--- config.mk ---
export PLATFORM = sky130hd
export DESIGN_NAME = di_bus_arbiter
export DESIGN_NICKNAME = d
export VERILOG_FILES = /design/src/rtl/di_bus_arbiter_pkg.sv /design/src/rtl/di_rr_picker.sv /design/src/rtl/di_bus_arbiter.sv
export SDC_FILE = /design/constraint.sdc
export NUM_CORES = 1
export LEC_CHECK = 0
export CORE_AREA = 3 3 113 115
export DETAILED_ROUTE_END_ITERATION = 6
export DIE_AREA = 0 0 116 118
export PLACE_DENSITY = 0.85
export SETUP_SLACK_MARGIN = 0.3
export SLEW_MARGIN = 25
export SYNTH_ARGS = -nofsm -noshare
export SYNTH_HDL_FRONTEND = slang
export SYNTH_SLANG_ARGS = --single-unit
export TNS_END_PERCENT = 20
--- constraint.sdc ---
create_clock -name clk -period 2.4 [get_ports clk]
set_input_delay 0.24 -clock clk [delete_from_list [all_inputs] [get_ports clk]]
set_output_delay 0.24 -clock clk [all_outputs]
set_load 0.02 [all_outputs]
--- src/rtl/di_bus_arbiter_pkg.sv ---
// Shared definitions for the device-interface bus arbiter.
//   BusW        : width of every address/data path on the device-interface port
//   arb_state_e : transaction sequencer states
package di_bus_arbiter_pkg;

  localparam int unsigned BusW = 16;

  typedef enum logic [2:0] {
    StIdle,
    StStrobe,
    StSettle,
    StWait,
    StDone
  } arb_state_e;

endpackage

--- src/rtl/di_rr_picker.sv ---
// Combinational round-robin picker.
//   pending_i : request vector
//   ptr_i     : highest-priority index this round
//   winner_o  : one-hot winner (0 when nothing pending)
//   idx_o     : binary index of the winner
//   valid_o   : any request pending
module di_rr_picker #(
  parameter int unsigned N    = 2,
  parameter int unsigned IdxW = (N > 1) ? $clog2(N) : 1
) (
  input  logic [N-1:0]    pending_i,
  input  logic [IdxW-1:0] ptr_i,
  output logic [N-1:0]    winner_o,
  output logic [IdxW-1:0] idx_o,
  output logic            valid_o
);

  always_comb begin
    logic [IdxW-1:0] j;
    winner_o = '0;
    idx_o    = '0;
    valid_o  = 1'b0;
    j        = '0;
    // Scan from the pointer upward, wrapping; the first hit wins.
    for (int unsigned k = 0; k < N; k++) begin
      j = IdxW'((32'(ptr_i) + k) % N);
      if (!valid_o && pending_i[j]) begin
        valid_o     = 1'b1;
        winner_o[j] = 1'b1;
        idx_o       = j;
      end
    end
  end

endmodule

--- src/rtl/di_bus_arbiter.sv ---
// Round-robin arbiter sharing one device-interface register port among NREQ requesters.
// One transaction at a time: strobe, optional settle window, wait for rdwr_ready or timeout,
// then a one-cycle ack (plus err on timeout) to the owner.
//   clk, reset                     : clock, asynchronous active-high reset
//   req_read/req_write             : per-requester level requests (read wins if both)
//   req_ep_addr/req_reg_addr/req_wdata : packed 16-bit fields, requester i at [16i+15:16i]
//   req_ack/req_err                : one-cycle completion / timeout pulses to the owner
//   rdata                          : captured read data, valid with req_ack
//   grant                          : one-hot owner, 0 when idle
//   diEpAddr/diRegAddr/diRegDataIn : bus address/data, held until the next grant
//   diRead/diWrite                 : one-cycle strobes
//   rdwr_ready/diRegDataOut        : endpoint completion and read data
module di_bus_arbiter
  import di_bus_arbiter_pkg::*;
#(
  parameter int unsigned NREQ    = 2,
  parameter int unsigned TIMEOUT = 255,
  parameter int unsigned SETTLE  = 1
) (
  input  logic                 clk,
  input  logic                 reset,
  input  logic [NREQ-1:0]      req_read,
  input  logic [NREQ-1:0]      req_write,
  input  logic [16*NREQ-1:0]   req_ep_addr,
  input  logic [16*NREQ-1:0]   req_reg_addr,
  input  logic [16*NREQ-1:0]   req_wdata,
  output logic [NREQ-1:0]      req_ack,
  output logic [NREQ-1:0]      req_err,
  output logic [BusW-1:0]      rdata,
  output logic [NREQ-1:0]      grant,
  output logic [BusW-1:0]      diEpAddr,
  output logic [BusW-1:0]      diRegAddr,
  output logic [BusW-1:0]      diRegDataIn,
  output logic                 diRead,
  output logic                 diWrite,
  input  logic                 rdwr_ready,
  input  logic [BusW-1:0]      diRegDataOut
);

  localparam int unsigned IdxW = $clog2(NREQ);

  arb_state_e      state_q, state_d;
  logic [IdxW-1:0] ptr_q, ptr_d;
  logic [IdxW-1:0] owner_q, owner_d;
  logic [NREQ-1:0] grant_q, grant_d;
  logic            op_read_q, op_read_d;
  logic            err_q, err_d;
  logic [BusW-1:0] ep_q, ep_d;
  logic [BusW-1:0] reg_q, reg_d;
  logic [BusW-1:0] wd_q, wd_d;
  logic [BusW-1:0] rdata_q, rdata_d;
  logic [15:0]     cnt_q, cnt_d;
  logic [31:0]     cnt_inc;

  logic [NREQ-1:0] pending;
  logic [NREQ-1:0] pick_winner;
  logic [IdxW-1:0] pick_idx;
  logic            pick_valid;

  assign pending = req_read | req_write;
  assign cnt_inc = 32'(cnt_q) + 32'd1;

  di_rr_picker #(
    .N    (NREQ),
    .IdxW (IdxW)
  ) u_picker (
    .pending_i (pending),
    .ptr_i     (ptr_q),
    .winner_o  (pick_winner),
    .idx_o     (pick_idx),
    .valid_o   (pick_valid)
  );

  always_comb begin
    state_d   = state_q;
    ptr_d     = ptr_q;
    owner_d   = owner_q;
    grant_d   = grant_q;
    op_read_d = op_read_q;
    err_d     = err_q;
    ep_d      = ep_q;
    reg_d     = reg_q;
    wd_d      = wd_q;
    rdata_d   = rdata_q;
    cnt_d     = cnt_q;

    unique case (state_q)
      StIdle: begin
        if (pick_valid) begin
          grant_d = pick_winner;
          owner_d = pick_idx;
          err_d   = 1'b0;
          cnt_d   = '0;
          for (int unsigned i = 0; i < NREQ; i++) begin
            if (pick_winner[i]) begin
              ep_d      = req_ep_addr[BusW*i +: BusW];
              reg_d     = req_reg_addr[BusW*i +: BusW];
              wd_d      = req_wdata[BusW*i +: BusW];
              op_read_d = req_read[i];  // read takes precedence when both are high
            end
          end
          state_d = StStrobe;
        end
      end
      StStrobe: begin
        cnt_d   = '0;
        state_d = (SETTLE == 0) ? StWait : StSettle;
      end
      StSettle: begin
        // rdwr_ready may still reflect the previous access here; ignore it.
        if (cnt_inc >= SETTLE) begin
          cnt_d   = '0;
          state_d = StWait;
        end else begin
          cnt_d = cnt_q + 16'd1;
        end
      end
      StWait: begin
        if (rdwr_ready) begin
          rdata_d = diRegDataOut;
          state_d = StDone;
        end else begin
          cnt_d = (cnt_q == 16'hFFFF) ? cnt_q : cnt_q + 16'd1;
          if (cnt_inc >= TIMEOUT) begin
            err_d   = 1'b1;
            state_d = StDone;
          end
        end
      end
      StDone: begin
        // Owner drops to lowest priority for the next round.
        ptr_d   = (32'(owner_q) == NREQ - 1) ? '0 : owner_q + 1'b1;
        grant_d = '0;
        state_d = StIdle;
      end
      default: state_d = StIdle;
    endcase
  end

  always_ff @(posedge clk or posedge reset) begin
    if (reset) begin
      state_q   <= StIdle;
      ptr_q     <= '0;
      owner_q   <= '0;
      grant_q   <= '0;
      op_read_q <= 1'b0;
      err_q     <= 1'b0;
      ep_q      <= '0;
      reg_q     <= '0;
      wd_q      <= '0;
      rdata_q   <= '0;
      cnt_q     <= '0;
    end else begin
      state_q   <= state_d;
      ptr_q     <= ptr_d;
      owner_q   <= owner_d;
      grant_q   <= grant_d;
      op_read_q <= op_read_d;
      err_q     <= err_d;
      ep_q      <= ep_d;
      reg_q     <= reg_d;
      wd_q      <= wd_d;
      rdata_q   <= rdata_d;
      cnt_q     <= cnt_d;
    end
  end

  assign grant       = grant_q;
  assign diEpAddr    = ep_q;
  assign diRegAddr   = reg_q;
  assign diRegDataIn = wd_q;
  assign diRead      = (state_q == StStrobe) &&  op_read_q;
  assign diWrite     = (state_q == StStrobe) && !op_read_q;
  assign req_ack     = (state_q == StDone) ? grant_q : '0;
  assign req_err     = (state_q == StDone && err_q) ? grant_q : '0;
  assign rdata       = rdata_q;

endmodule
# Word-level counts from Yosys, hierarchy flattened
# Cells that the tools add are included.
[totals] reg_bits=89 latch_bits=0 ram_bits=0 mem_bits_ro=0 inputBits=119 output_inout_bits=72 elab_cells=95 mem_count=0
[op_classes] addsub=4 multipliers=0 div_mod_pow=0 order_cmp=6 n_eq_ne=11 shifts=0 muxes=41 bitwise=2 n_reduce_logical=20
[ops] cell="2-to-1 mux 16 bit" count=10
[ops] cell="one-hot mux 16 bit (4 select lines)" count=1
[ops] cell="adder 16 x 1 -> 17 bit (second input constant)" count=1
[ops] cell="greater-or-equal comparator 17 x 1 -> 1 bit (second input constant)" count=1
[ops] cell="greater-or-equal comparator 17 x 8 -> 1 bit (second input constant)" count=1
[ops] cell="adder 16 x 1 -> 16 bit (second input constant)" count=1
[ops] cell="equality test 16 bit (second input constant)" count=1
[ops] cell="2-to-1 mux 1 bit" count=16
[ops] cell="2-to-1 mux 3 bit" count=4
[ops] cell="one-hot mux 3 bit (4 select lines)" count=1
[ops] cell="2-to-1 mux 2 bit" count=5
[ops] cell="inequality test 2 bit (second input constant)" count=5
[ops] cell="AND reduction 4 bit" count=2
[ops] cell="equality test 3 x 2 -> 1 bit (second input constant)" count=2
[ops] cell="logical AND 1 bit" count=6
[ops] cell="AND reduction 2 bit" count=3
[ops] cell="AND reduction 3 bit" count=2
[ops] cell="nonzero test 2 bit" count=3
[ops] cell="< comparator 1 x 2 -> 1 bit (second input constant)" count=2
[ops] cell="OR 2 bit" count=2
[ops] cell="one-hot mux 2 bit (2 select lines)" count=1
[ops] cell="nonzero test 4 bit" count=1
[ops] cell="equality test 3 x 1 -> 1 bit (second input constant)" count=1
[ops] cell="equality test 3 bit (second input constant)" count=1
[ops] cell="other kinds (7)" count=11

# Depth between registers and ports, before layout
# Gate-level depths: netlist (run 1).
[logic_depth] word_depth=9 ltp_mapped=8

# Cells and area by module
# Synthesis (run 1) repeated with hierarchy kept, for this count alone.
[hier_totals] cells_unflattened=452 hier_area_um2=4665.7
[modules_own_cells] mod="di_bus_arbiter" instances=1 cells_per_inst=447 area_per_inst_um2=4633.2
[modules_own_cells] mod="di_rr_picker" instances=1 cells_per_inst=5 area_per_inst_um2=32.5

# Worst setup path after synthesis (run 1)
# OpenSTA, ideal clock, no wires.
[synth_path] path_kind="reg2reg" startpoint="register cnt_q[0]" endpoint="register state_q[0]" setup_time_ns=0.134 arrival_time_ns=1.985 required_ns=2.266 slack_ns=0.280 stages_incl_launch_ff=8 n_path_buf=0 period_less_slack_ns=2.120 path_cell_list="dfrtp_1 > ha_1 > and3_4 > and4_4 > or3_1 > a32oi_4 > and2_1 > a21oi_1"
[synth_between] elab_chain_len=4
[synth_lines] element="start, declared" line_no="di_bus_arbiter.sv:52" text="logic [15:0] cnt_q, cnt_d;"
[synth_lines] element="start signal, assigned" line_no="di_bus_arbiter.sv:164" text="cnt_q <= cnt_d;"
[synth_lines] element="adder 16 x 1 -> 17 bit (*)" line_no="di_bus_arbiter.sv:61" text="assign cnt_inc = 32'(cnt_q) + 32'd1;"
[synth_lines] element="greater-or-equal comparator 17 x 8 -> 1 bit / greater-or-equal comparator 17 x 1 -> 1 bit (equally long branches)" line_no="di_bus_arbiter.sv:124, di_bus_arbiter.sv:111"
[synth_lines] element="inequality test 3 bit (no source line) / inequality test 2 bit (equally long branches)"
[synth_lines] element="AND reduction 3 bit (no source line) (*)"
[synth_lines] element="end signal, assigned" line_no="di_bus_arbiter.sv:142" text="state_q <= StIdle;"
[synth_lines] element="end signal, assigned" line_no="di_bus_arbiter.sv:154" text="state_q <= state_d;"
[synth_lines] element="end, declared" line_no="di_bus_arbiter.sv:42" text="arb_state_e state_q, state_d;"
# Mark *: on every way between the ends. The rest lies on a longest branch, timed or not.
# A chain may end at the register's enable or synchronous reset.

# Worst setup path after layout (run 1)
[layout_path] startpoint="register state_q[1]" endpoint="output port diRead"
[layout_between] elab_chain_len=2
[layout_lines] element="equality test 3 x 1 -> 1 bit" line_no="di_bus_arbiter.sv:172" text="assign diRead = (state_q == StStrobe) && op_read_q;"
[layout_lines] element="logical AND 1 bit" line_no="di_bus_arbiter.sv:172"
[layout_lines] element="end, declared" line_no="di_bus_arbiter.sv:34" text="output logic diRead,"
# Every way passes these cells.

==> reports/metrics.yaml, run 1 <==
power:
  power.leakage_nw: 3.07
  p_per_area_nw_per_um2: 1130
  vdd_drop_max_v: 0.000547
yosys:
  async_reset_ff_share_pct: 100
  synth_nets: 568
  synth_edf_count: 0
  ys_types: 57
  synthFlopType: "dfrtp_1"
  ys_seq_area_share_pct: 48.6
  yosysWarnings: 0
  syn_area_per_cell_um2: 10.3
  netlist_instances: 446
  yosys_register_bits: 89
  synth_area_um2: 4580
routing:
  met1_length_um: 5020
  viasPerCell: 5.12
  detail_route.iter0.violations: 201
  post-route-drc-count: 0
  first_pass_iters: 4
  wl_um: 12600
  num_vias: 4069
  wl_met3_um: 1020
  postRouteAntennaNets: 0
  dr.max_layer_used: "met4"
  wl_per_cell_um: 15.9
  wl_met2_um: 6400
critical_path:
  required_ns: 2.16
  cp-start-kind: "register"
  cp_data_arrival_time_ns: 1.98
  critical_path_class: "reg2out"
  worst_setup_path_end_kind: "primary output"
  crit_fanout: 10
global_routing:
  grt_use_total_pct: 18.8
  grt_max_degree: 50
  grt_pass1_vias: 4199
  grt_pass1_wl_um: 20700
  antenna_found_initial: 0
  globalRouteOverflowTotal: 0
sta:
  period_minus_slack_ns: 2.22
  final.setup_skew_ns: 0.00654
  tightest_slew_ns: 0.559
  max-slew-margin-rel_pct: 62.6
  setup-tns-final_ns: 0
  period_share_pct: 92.3
  max_freq_mhz: 451
  rsz0062_at_grt: "true"
  layout_setup_ws_ns: 0.184
  drv_slew: 0
  setup_viol: 0
  hold_viol_final: 0
clocking:
  worstSkewPairLatency_ns: 0.34
  cts_tree: "built"
  h-tree-depth: 3
  clk_path_buf_depth: 2
  root_buffer: "clkbuf_16"
  cts.reportedPaths.clkPinSlew_ns: 0.07
  numCtsBuffers: 9
  post_cts_hold_buffer_count: 0
  cts_sinks: 89
outcome:
  status: "finished, final reports clean"
cells_and_area:
  drive_gt1_share_pct: 14.4
  nNetsFinal: 765
  layout_common_cells: "clkdlybuf4s50_1, dfrtp_1, nand2_1, o21ai_0, mux2i_1"
  syn2layout_area_growth_pct: 55.3
  layout_commonest_cell: "clkdlybuf4s50_1"
  diodes: 0
hold_path:
  hold_class: "in2async"
place:
  hpwlAfterDp_um: 9570
  gp_congestion: 0.809
  io_buffer_count: 190
  place_ws_ns: 0.0456
floorplanning:
  initial_utilization_pct: 38.5
  die_w_um: 116
  ios: 191
  design.core.area_um2: 11900
  placementRows: 40
  dieHeight_um: 118
  die_area_um2: 13700
job:
  maxCapViolCount: 0
critical path, cell delays in order (launching register included):
cell and delay, ns:
dfrtp_1 0.41, buf_4 0.19, nor4bb_1 0.35, clkdlybuf4s50_1 0.70
cell families after synthesis:
| logic type | Yosys count | share of synthesized area [%] |
|---|---|---|
| and+or+nand+nor | 144 | 16.7 |
| adders and majority gates | 3 | 0.819 |
| xor gates and xnor gates | 11 | 2.10 |
| DFF | 89 | 48.6 |
| muxes | 66 | 14.9 |
| buffers and inverters | 35 | 3.71 |
| AOI/OAI and AO/OA | 98 | 13.2 |
synth_stat cells, types with 5 or more instances:
cell / n / area share (%)
nand3_1: 8 / 0.87
and3_1: 5 / 0.68
buf_2: 10 / 1.1
xnor2_1: 8 / 1.5
nand2_1: 67 / 5.5
dfrtp_1: 89 / 49
inv_1: 5 / 0.41
nor3_1: 8 / 0.87
mux2_2: 16 / 3.9
buf_1: 5 / 0.41
nor3_2: 5 / 1.1
clkbuf_1: 10 / 0.82
o21ai_0: 66 / 7.2
nand4_1: 7 / 0.96
nor2_1: 15 / 1.2
mux2i_1: 50 / 11
a21oi_1: 8 / 0.87
what timing repair did:
item / in CTS / in global routing
gates resized for setup: 11 / 6
pin swaps: 0 / 8
buffers inserted: 0 / 6
endpoints found under the setup margin: 20 / 17
final timing paths:
kind                                   startpoint                         to  slack [ns]  depth (start not counted)
max                        state_q[1]$_DFFE_PP0P_                     diRead        0.18                          3
min                                         reset  diRegAddr[14]$_DFFE_PP0P_        0.30                          2
max reg2reg                  cnt_q[0]$_DFFE_PP0P_      cnt_q[13]$_DFFE_PP0P_        0.22                          8
min reg2reg                   owner_q$_DFFE_PP0P_          ptr_q$_DFFE_PP0P_        0.45                          1
max in group asynchronous                   reset       rdata[9]$_DFFE_PP0P_        1.46                          3
min in group clk              owner_q$_DFFE_PP0P_          ptr_q$_DFFE_PP0P_        0.45                          1
per-stage QoR:
step	hold slack, ns	cells	total power, W	cell area (µm²)	utilization [%]
after floorplan	0.391	446	0.00466	4590	-
after global placement	0.449	773	0.00646	6720	56.4
after detailed placement	0.460	773	0.00661	6720	56.4
after CTS	0.302	789	0.00812	7060	59.3
after global routing	0.318	795	0.00857	7110	59.7
final	0.302	795	0.00805	7110	59.7
sequential cells by signal, summed over array words and instances, names as in the netlist:
signal / count
cnt_q: 16
diEpAddr: 16
diRegAddr: 16
diRegDataIn: 16
rdata: 16
state_q: 3
grant: 2
err_q: 1
op_read_q: 1
owner_q: 1
ptr_q: 1
per-layer routing:
metal / GRT usage [%] / up-vias
met5: 0 / -
met4: 5.66 / 0
met3: 5.55 / 19
met2: 32.1 / 167
met1: 22.6 / 1895
li1: - / 1988
where the power goes:
group          total, W  internal (W)  switching (W)
logic           0.00408       0.00195        0.00213
clock network   0.00145      0.000846       0.000608
registers       0.00252       0.00213       0.000389
layout make-up:
cell class / count / area [µm²]
Fill cell: 1002 / 4800
Sequential cell: 89 / 2240
Multi-Input combinational cell: 322 / 2230
Timing Repair Buffer: 216 / 2130
Clock buffer: 10 / 239
Tap cell: 147 / 184
Clock inverter: 6 / 72.6
Inverter: 5 / 22.5
No activity file was read; power rests on OpenSTA's default activity.
==> run 2: changes to the inputs <==
- CORE_AREA: 3 3 113 115 -> 3 3 114 116
- DIE_AREA: 0 0 116 118 -> 0 0 117 119
- PLACE_DENSITY: 0.85 -> 0.84
- SETUP_SLACK_MARGIN: 0.3 -> 0.05
- SYNTH_HIERARCHICAL: unset -> 1
==> run 2 against run 1 <==
Sequential power barely moved. Setup slack got worse by 0.11 ns. Global-route usage rose by 2.1 points. Sequential cell count did not move. Combinational power rose by 12%. Critical path type is now reg2reg. Via count rose by 7.1%. Clock-buffer cell count rose by 3. Sequential share of layout area fell by 1.5 points. Clock skew rose by 0.0020 ns. Total power rose by 6.2%. Die area rose by 1.7%. Hold slack got worse by 0.12 ns.
==> reports/metrics.yaml, run 2 <==
outcome:
  status: "finished, final reports clean"
global_routing:
  grt_max_degree: 75
  grt_pass1_wl_um: 22900
  antenna_found_initial: 0
  grt_use_total_pct: 20.8
  grt_pass1_vias: 4558
  globalRouteOverflowTotal: 0
critical_path:
  crit_fanout: 7
  critical_path_class: "reg2reg"
  required_ns: 2.63
  rrSetupSlack_ns: 0.07
  reg2reg_to: "cnt_q[8]$_DFFE_PP0P_"
  cp_data_arrival_time_ns: 2.56
  worst_setup_path_end_kind: "register"
  reg2reg_from: "cnt_q[4]$_DFFE_PP0P_"
  rr_worst_depth: 8
  cp-start-kind: "register"
floorplanning:
  die_w_um: 117
  design.core.area_um2: 12000
  dieHeight_um: 119
  initial_utilization_pct: 38.8
  ios: 191
  die_area_um2: 13900
  placementRows: 40
clocking:
  cts_sinks: 89
  worstSkewPairLatency_ns: 0.33
  h-tree-depth: 3
  root_buffer: "clkbuf_16"
  post_cts_hold_buffer_count: 0
  cts_tree: "built"
  clk_path_buf_depth: 2
  numCtsBuffers: 9
  cts.reportedPaths.clkPinSlew_ns: 0.07
cells_and_area:
  nNetsFinal: 789
  diodes: 0
  syn2layout_area_growth_pct: 59.8
  layout_common_cells: "clkdlybuf4s50_1, dfrtp_1, nor2_1"
  layout_commonest_cell: "clkdlybuf4s50_1"
  drive_gt1_share_pct: 18.6
  fin_cells: 819
sta:
  period_share_pct: 97.0
  hold_slack_ns: 0.177
  setup_viol: 0
  tightest_slew_ns: 0.494
  max_freq_mhz: 430
  hold_viol_final: 0
  final.setup_skew_ns: 0.00855
  max-slew-margin-rel_pct: 66.8
  rsz0062_at_grt: "true"
  drv_slew: 0
  period_minus_slack_ns: 2.33
yosys:
  ys_types: 56
  synth.most_common_cell: "dfrtp_1"
  yosys_register_bits: 89
  syn_area_per_cell_um2: 10.3
  synthFlopType: "dfrtp_1"
  synth_edf_count: 0
  async_reset_ff_share_pct: 100
  yosysWarnings: 6
  synth_nets: 574
  netlist_top_cells_area: "dfrtp_1, mux2i_1, a21oi_1"
  synth_area_um2: 4670
  ys_seq_area_share_pct: 47.7
  yosys.area.top_type: "dfrtp_1"
  netlist_instances: 452
  synth_common_cells: "dfrtp_1, nor2_1, a21oi_1, mux2i_1, mux2_2"
  synth_top_area_share_pct: 47.7
power:
  p_per_area_nw_per_um2: 1150
  vdd_drop_max_v: 0.000675
  power.leakage_nw: 3.09
  p_total_w: 0.00855
routing:
  postRouteAntennaNets: 0
  first_pass_iters: 4
  wl_per_cell_um: 17.8
  wl_um: 14600
  num_vias: 4356
  post-route-drc-count: 0
  detail_route.iter0.violations: 176
  viasPerCell: 5.32
place:
  dp.cells: 786
  io_buffer_count: 190
  gp_congestion: 0.894
  hpwlAfterDp_um: 10700
hold_path:
  hold_class: "in2async"
job:
  maxCapViolCount: 0
## run 2: cell types whose count changed in the layout (fill, tap and decap cells not counted), moves of 6 or more
cell and change:
xor2_1 +6, nor2_1 +43, nand2_1 -58, buf_4 +18
a21oi_2 +10, a21oi_1 +46, o21ai_0 -56
## run 2: timing repair
action	in CTS	in global routing
resized for setup	1	22
gates cloned	0	1
pin swaps	1	10
setup endpoints to repair	17	20
buffers inserted	9	7
## run 2: final cells by class
class	instances	area [µm²]
flip-flops and latches	89	2230
clock inverters	3	65.1
inverters	6	26.3
multi-input cells	324	2390
fillers	955	4560
well taps	147	184
clock buffers	13	240
repair buffers	237	2320
## run 2: cells by family after synthesis
group	count (synthesis)	synth area share, %
AOI/OAI and AO/OA	102	14.0
muxes	69	15.3
buffers and inverters	40	4.02
xor gates and xnor gates	14	2.63
DFF	89	47.7
adders and majority gates	3	0.805
and+or+nand+nor	135	15.6
## run 2: how the worst max path moves through the flow
stage | from | end | depth (start not counted)
after global placement | cnt_q[1]$_DFFE_PP0P_ | cnt_q[7]$_DFFE_PP0P_ | 7
after floorplan | cnt_q[1]$_DFFE_PP0P_ | cnt_q[1]$_DFFE_PP0P_ | 9
after global routing | cnt_q[4]$_DFFE_PP0P_ | cnt_q[8]$_DFFE_PP0P_ | 8
after detailed placement | cnt_q[0]$_DFFE_PP0P_ | cnt_q[12]$_DFFE_PP0P_ | 7
final | cnt_q[4]$_DFFE_PP0P_ | cnt_q[8]$_DFFE_PP0P_ | 8
after CTS | state_q[0]$_DFFE_PP0P_ | req_err[1] | 4
## run 2: layer usage
| layer | vias up | routed length, µm | GRT usage [%] |
|---|---|---|---|
| met2 | 154 | 7870 | 36.5 |
| li1 | 2048 | - | - |
| met3 | 24 | 1090 | 6.15 |
| met5 | - | 0 | 0 |
| met4 | 0 | 325 | 6.45 |
| met1 | 2130 | 5290 | 24.2 |
## run 2: critical path, cell delays in order, from the launching register on
cell	delay [ns]
dfrtp_2	0.45
buf_4	0.17
or3_1	0.38
a21oi_2	0.15
a21oi_2	0.07
a2111oi_4	0.37
buf_4	0.21
a31oi_4	0.15
a211oi_1	0.27
## run 2: where the power goes
group | total (W) | internal (W) | leakage, nW | switching (W)
registers | 0.00252 | 0.00213 | 1.04 | 0.000389
logic | 0.00456 | 0.00218 | 1.90 | 0.00237
clock network | 0.00148 | 0.000913 | 0.148 | 0.000563
total | 0.00855 | 0.00523 | 3.09 | 0.00333
## run 2: metrics by stage
step / cell area [µm²] / utilization, % / setup TNS [ns] / setup WS (ns)
CTS: 7280 / 60.6 / 0 / 0.0125
global route: 7460 / 62.1 / -0.0477 / -0.0438
finish: 7460 / 62.1 / 0 / 0.0725
global placement: 6900 / 57.4 / 0 / 0.0965
detailed placement: 6900 / 57.4 / -0.459 / -0.126
floorplan: 4670 / - / 0 / 0.120
